### src/rtl/dst4_row_xform_pipe.sv
// dst4_row_xform_pipe: streaming 4-point HEVC DST (A4) row transform.
// One row per beat, forward (A4*x) or inverse (A4^T*x), with rounding shift
// and saturation. Two register stages (products, then rounded sums) sit
// behind a single global stall that is driven by the output handshake.
module dst4_row_xform_pipe #(
  parameter int IN_W    = 12,
  parameter int COEFF_W = 8,
  parameter int ACC_W   = IN_W + COEFF_W + 2,
  parameter int OUT_W   = IN_W + COEFF_W + 2,
  parameter int SHIFT_W = 5
) (
  input  logic                 clk,
  input  logic                 rst_n,
  input  logic                 in_valid,
  output logic                 in_ready,
  input  logic [4*IN_W-1:0]    in_row,
  input  logic                 mode,
  input  logic [SHIFT_W-1:0]   shift,
  output logic                 out_valid,
  input  logic                 out_ready,
  output logic [4*OUT_W-1:0]   out_row,
  output logic                 out_last,
  output logic [1:0]           out_row_idx
);
  localparam int PROD_W = IN_W + COEFF_W;
  // Rounding works in a width wide enough that the largest rounding bias
  // (1 << (2^SHIFT_W - 2)) can never overflow the sum.
  localparam int RW = ACC_W + (1 << SHIFT_W) + 1;
  localparam logic signed [RW-1:0] SAT_HI = (RW'(1) <<< (OUT_W - 1)) - RW'(1);
  localparam logic signed [RW-1:0] SAT_LO = -SAT_HI - RW'(1);

  // A4 coefficient lookup, row-major.
  function automatic logic signed [COEFF_W-1:0] a4(input int r, input int c);
    int v;
    case (r * 4 + c)
      0:       v = 29;
      1:       v = 55;
      2:       v = 74;
      3:       v = 84;
      4:       v = 74;
      5:       v = 74;
      6:       v = 0;
      7:       v = -74;
      8:       v = 84;
      9:       v = -29;
      10:      v = -74;
      11:      v = 55;
      12:      v = 55;
      13:      v = -84;
      14:      v = 74;
      default: v = -29;
    endcase
    return COEFF_W'(v);
  endfunction

  // Round half up (then floor via arithmetic shift) and clamp to OUT_W.
  function automatic logic [OUT_W-1:0] round_sat(input logic signed [ACC_W-1:0] acc,
                                                 input logic [SHIFT_W-1:0]      sh);
    logic signed [RW-1:0] wide;
    logic signed [RW-1:0] r;
    wide = RW'(acc);
    if (sh != '0) wide = wide + (RW'(1) <<< (sh - 1'b1));
    r = wide >>> sh;
    if (r > SAT_HI) return SAT_HI[OUT_W-1:0];
    if (r < SAT_LO) return SAT_LO[OUT_W-1:0];
    return r[OUT_W-1:0];
  endfunction

  logic                     adv;
  logic                     in_fire;
  logic                     eff_mode;
  logic [SHIFT_W-1:0]       eff_shift;
  logic [1:0]               row_cnt_q;
  logic                     mode_lat_q;
  logic [SHIFT_W-1:0]       shift_lat_q;
  logic                     s1_valid_q;
  logic [SHIFT_W-1:0]       s1_shift_q;
  logic [1:0]               s1_idx_q;
  logic signed [PROD_W-1:0] prod_d [16];
  logic signed [PROD_W-1:0] prod_q [16];
  logic [4*OUT_W-1:0]       out_row_d;
  logic [4*OUT_W-1:0]       out_row_q;
  logic                     out_valid_q;
  logic                     out_last_q;
  logic [1:0]               out_idx_q;

  // Whole pipeline moves together; it only stops when a held output is refused.
  assign adv      = !out_valid_q || out_ready;
  assign in_ready = adv;
  assign in_fire  = in_valid && adv;

  // Row 0 of a block takes mode/shift straight from the ports; later rows reuse the latch.
  assign eff_mode  = (row_cnt_q == 2'd0) ? mode  : mode_lat_q;
  assign eff_shift = (row_cnt_q == 2'd0) ? shift : shift_lat_q;

  // Product prod[j*4+k] = x[k] * A4[j][k] (forward) or x[k] * A4[k][j] (inverse).
  for (genvar gi = 0; gi < 4; gi++) begin : g_prod_row
    for (genvar gk = 0; gk < 4; gk++) begin : g_prod_col
      logic signed [IN_W-1:0]    x_k;
      logic signed [COEFF_W-1:0] coef;
      assign x_k  = in_row[gk*IN_W +: IN_W];
      assign coef = eff_mode ? a4(gk, gi) : a4(gi, gk);
      assign prod_d[gi*4+gk] = PROD_W'(x_k) * PROD_W'(coef);
    end
  end

  // Stage-2 combinational sum of the four registered products per output.
  for (genvar gi = 0; gi < 4; gi++) begin : g_sum
    logic signed [ACC_W-1:0] acc;
    assign acc = ACC_W'(prod_q[gi*4])   + ACC_W'(prod_q[gi*4+1]) +
                 ACC_W'(prod_q[gi*4+2]) + ACC_W'(prod_q[gi*4+3]);
    assign out_row_d[gi*OUT_W +: OUT_W] = round_sat(acc, s1_shift_q);
  end

  // Stage-1 control plus block framing (row counter and per-block mode/shift latch).
  always_ff @(posedge clk) begin
    if (!rst_n) begin
      s1_valid_q  <= 1'b0;
      s1_shift_q  <= '0;
      s1_idx_q    <= 2'd0;
      row_cnt_q   <= 2'd0;
      mode_lat_q  <= 1'b0;
      shift_lat_q <= '0;
    end else if (adv) begin
      s1_valid_q <= in_valid;
      if (in_valid) begin
        s1_shift_q <= eff_shift;
        s1_idx_q   <= row_cnt_q;
        row_cnt_q  <= row_cnt_q + 2'd1;
        if (row_cnt_q == 2'd0) begin
          mode_lat_q  <= mode;
          shift_lat_q <= shift;
        end
      end
    end
  end

  // Stage-1 product registers; pure datapath, qualified by s1_valid_q.
  always_ff @(posedge clk) begin
    if (in_fire) begin
      for (int i = 0; i < 16; i++) prod_q[i] <= prod_d[i];
    end
  end

  // Stage-2 output registers; held unchanged while the output is stalled.
  always_ff @(posedge clk) begin
    if (!rst_n) begin
      out_valid_q <= 1'b0;
      out_last_q  <= 1'b0;
      out_idx_q   <= 2'd0;
      out_row_q   <= '0;
    end else if (adv) begin
      out_valid_q <= s1_valid_q;
      if (s1_valid_q) begin
        out_row_q  <= out_row_d;
        out_last_q <= (s1_idx_q == 2'd3);
        out_idx_q  <= s1_idx_q;
      end
    end
  end

  assign out_valid   = out_valid_q;
  assign out_row     = out_row_q;
  assign out_last    = out_last_q;
  assign out_row_idx = out_idx_q;

endmodule

### config.mk
export PLATFORM = sky130hd
export DESIGN_NAME = dst4_row_xform_pipe
export DESIGN_NICKNAME = d
export VERILOG_FILES = /design/src/rtl/dst4_row_xform_pipe.sv
export SDC_FILE = /design/constraint.sdc
export NUM_CORES = 2
export LEC_CHECK = 0
export CAP_MARGIN = 20
export CELL_PAD_IN_SITES_DETAIL_PLACEMENT = 2
export CELL_PAD_IN_SITES_GLOBAL_PLACEMENT = 2
export CORE_MARGIN = 1.5
export CORE_UTILIZATION = 41
export DETAILED_ROUTE_END_ITERATION = 10
export PLACE_DENSITY_LB_ADDON = 0.1
export SLEW_MARGIN = 10
export SYNTH_ARGS = -nofsm -noshare
export SYNTH_HDL_FRONTEND = slang
export SYNTH_SLANG_ARGS = --single-unit
### constraint.sdc
create_clock -name clk -period 13.25 [get_ports clk]
set_clock_uncertainty 0.2 [all_clocks]
set_input_delay 2.65 -clock clk [delete_from_list [all_inputs] [get_ports clk]]
set_output_delay 2.65 -clock clk [all_outputs]
set_load 0.005 [all_outputs]
==> results.cfg <==
[cells_and_area]
area_delta_synth_final_pct = 8.977
layout_commonest_cell = inv_1
n_fill_cell = 19540
mostFrequentLayoutCells = inv_1, ha_1, fa_1, nand2_1, a21oi_1
finalNetCount = 10324
drive_gt1_frac = 0.04902

[clock_tree]
htreeDepth = 2
clk_latency_ns = 0.74
cts_root_buf = clkbuf_16
cts_buffer_depth = 3
post_cts_buffers = 0
clock-sinks = 408
hold_buffers = 0
numCtsBuffers = 53
cts_tree = built
cts_resized = 0
path_clk_slew_ns = 0.06

[die]
start_util = 0.4119
ios = 151
num_rows = 154
die_area_um2 = 179100
die_y_um = 423.2
die_x_um = 423.2
coreArea_um2 = 175700

[sta]
fmax_mhz = 94.07
min_period_over_period = 0.8023
drv_slew = 0
fin_crit_ns = 10.63
fin_setup_tns_ns = 0
max_slew_margin = 0.1248
setup_viol = 0
final_hold_viol_count = 0
rsz0062_at_grt = false
tightest_slew_ns = 1.303

[placed_design]
gp_congestion = 0.9955
port_buffers = 150
dpl.hpwl_mm = 287.7

[route]
firstDrtPassIters = 7
wl_mm = 349.4
vias = 66399
top_layer = met5
dr_wl_met2_mm = 160.4
drt-vias-per-instance = 6.052
ant_nets = 0
wl_met1_mm = 144.2
dr_wl_met3_mm = 21.63
route.detailed.drc = 0
drt_iter0_markers = 5000
wl_per_cell_um = 31.84

[critical_path]
crit_type = flip-flop to flip-flop
critPathMostFrequentCell = o21ai_0
required_ns = 13.63
slowest_stage = a31oi_1
worst-path-buf-inv = 2
cp.arrival_ns = 11.01
max_stage_delay_ns = 0.79
cp-end-kind = flip-flop
crit_fanout = 21
cp_top_family = compound AO/OA/AOI/OAI gates
cp-start-kind = flip-flop

[synthesis]
syn_inst = 8522
yosysSeqAreaShare = 0.1550
synth-warning-count = 0
synth_cell_type_count = 112
syn_avg_cell_area_um2 = 8.493
synth_edf_count = 305
synthFlopType = edfxtp_1
async_flop_share = 0
ys_ff_latch = 408
synth_area_leader_cell = fa_1
netlist_top_cells_area = fa_1, ha_1, edfxtp_1, inv_1, a21oi_1
netlist.area_leader.share = 0.1983
syn_area_um2 = 72380

[grt]
antenna_found_initial = 18
grt-ovfl-total = 0
grt_pass1_wl_mm = 509.9
grtUsageTotal = 0.3864
grt_max_degree = 162
grt_pass1_vias = 73474

[run_status]
outcome = finished, final reports clean

[hold_path]
hp-class = flip-flop to flip-flop

[flow_run]
cap_violations = 0
==> cell families (layout without fill, tap and decap cells) <==
logic type | after synthesis | count (layout) | share of synthesized area
other cells | 2 | 77 | 0.0001038
flops | 408 | 408 | 0.1550
simple gates | 1808 | 1808 | 0.1111
fa+ha+maj | 1680 | 1680 | 0.3648
xor+xnor | 375 | 375 | 0.04538
buf+inv | 1939 | 1974 | 0.1015
mux | 159 | 159 | 0.02629
compound gates | 2151 | 2151 | 0.1958
==> flip-flops by register name (all words and copies together), names as in the netlist <==
name,count
row_cnt_q,2
out_last,1
out_row_idx,2
mode_lat_q,1
s1_shift_q,5
s1_valid_q,1
prod_q,305
out_row,88
out_valid,1
s1_idx_q,2
==> final cells by class <==
type                            instances  area [um^2]  area share
Multi-Input combinational cell       6247        54240      0.6877
Sequential cell                       408        11240      0.1425
Clock inverter                         30        335.3    0.004251
Tap cell                             2340         2928     0.03712
Timing Repair Buffer                  296         2711     0.03437
Antenna cell                            3        7.507  0.00009517
Clock buffer                           68         1464     0.01856
Inverter                             1580         5949     0.07543
==> worst paths after layout <==
check | from | to | slack, ns | cells past startpoint
worst max-delay path | prod_q[0][30]$_DFFE_PP_ | out_row[17]$_SDFFE_PN0P_ | 2.62 | 28
worst min-delay path | out_row_idx[1]$_SDFFE_PN0P_ | out_row_idx[1]$_SDFFE_PN0P_ | 0.28 | 2
worst max register to register | prod_q[0][30]$_DFFE_PP_ | out_row[17]$_SDFFE_PN0P_ | 2.62 | 28
worst min register to register | out_row_idx[1]$_SDFFE_PN0P_ | out_row_idx[1]$_SDFFE_PN0P_ | 0.28 | 2
==> worst reg2reg max path: cells and delay by family (launching register included) <==
| family | cells | cell delay (ns) |
|---|---|---|
| XOR/XNOR | 1 | 0.43 |
| flip-flops | 1 | 0.39 |
| AND/OR/NAND/NOR | 4 | 1.25 |
| adder cells (fa/ha/maj) | 4 | 1.96 |
| buffers and inverters | 2 | 0.33 |
| AO/OA/AOI/OAI | 17 | 5.93 |
==> synthesized netlist by cell type (all sizes together), types with 39 or more instances <==
cell type and n:
a211oi 110, a21boi 56, a21o 125, a21oi 568, a31oi 59, and2 42
and3 45, buf 90, clkbuf 269, dfxtp 103, edfxtp 305, fa 717
ha 963, inv 1574, mux2i 102, nand2 703, nand2b 39, nand3 105
nor2 560, nor2b 49, nor3 114, o211ai 96, o21a 63, o21ai 476
o21bai 122, o22ai 55, xnor2 288, xor2 87
==> stage by stage <==
stage	cell area [um^2]	worst slack [ns]	std cells	hold WS, ns	utilization
after global placement	76770	2.146	10852	0.2538	0.4369
after global routing	78870	2.193	10969	0.3012	0.4488
after CTS	78840	2.903	10965	0.2742	0.4486
after detailed placement	77040	2.535	10867	0.2649	0.4384
after floorplan	72650	1.301	8594	0.2410	-
final	78880	2.619	10972	0.2761	0.4489
==> per-layer routing <==
layer	global-route usage	up-vias
li1	-	28980
met1	0.4883	34632
met2	0.6295	2076
met3	0.06193	695
met4	0.2115	16
met5	0	-
Power is not shown: default switching activity piles up to over one toggle a cycle in this logic, so the estimate is an artifact.
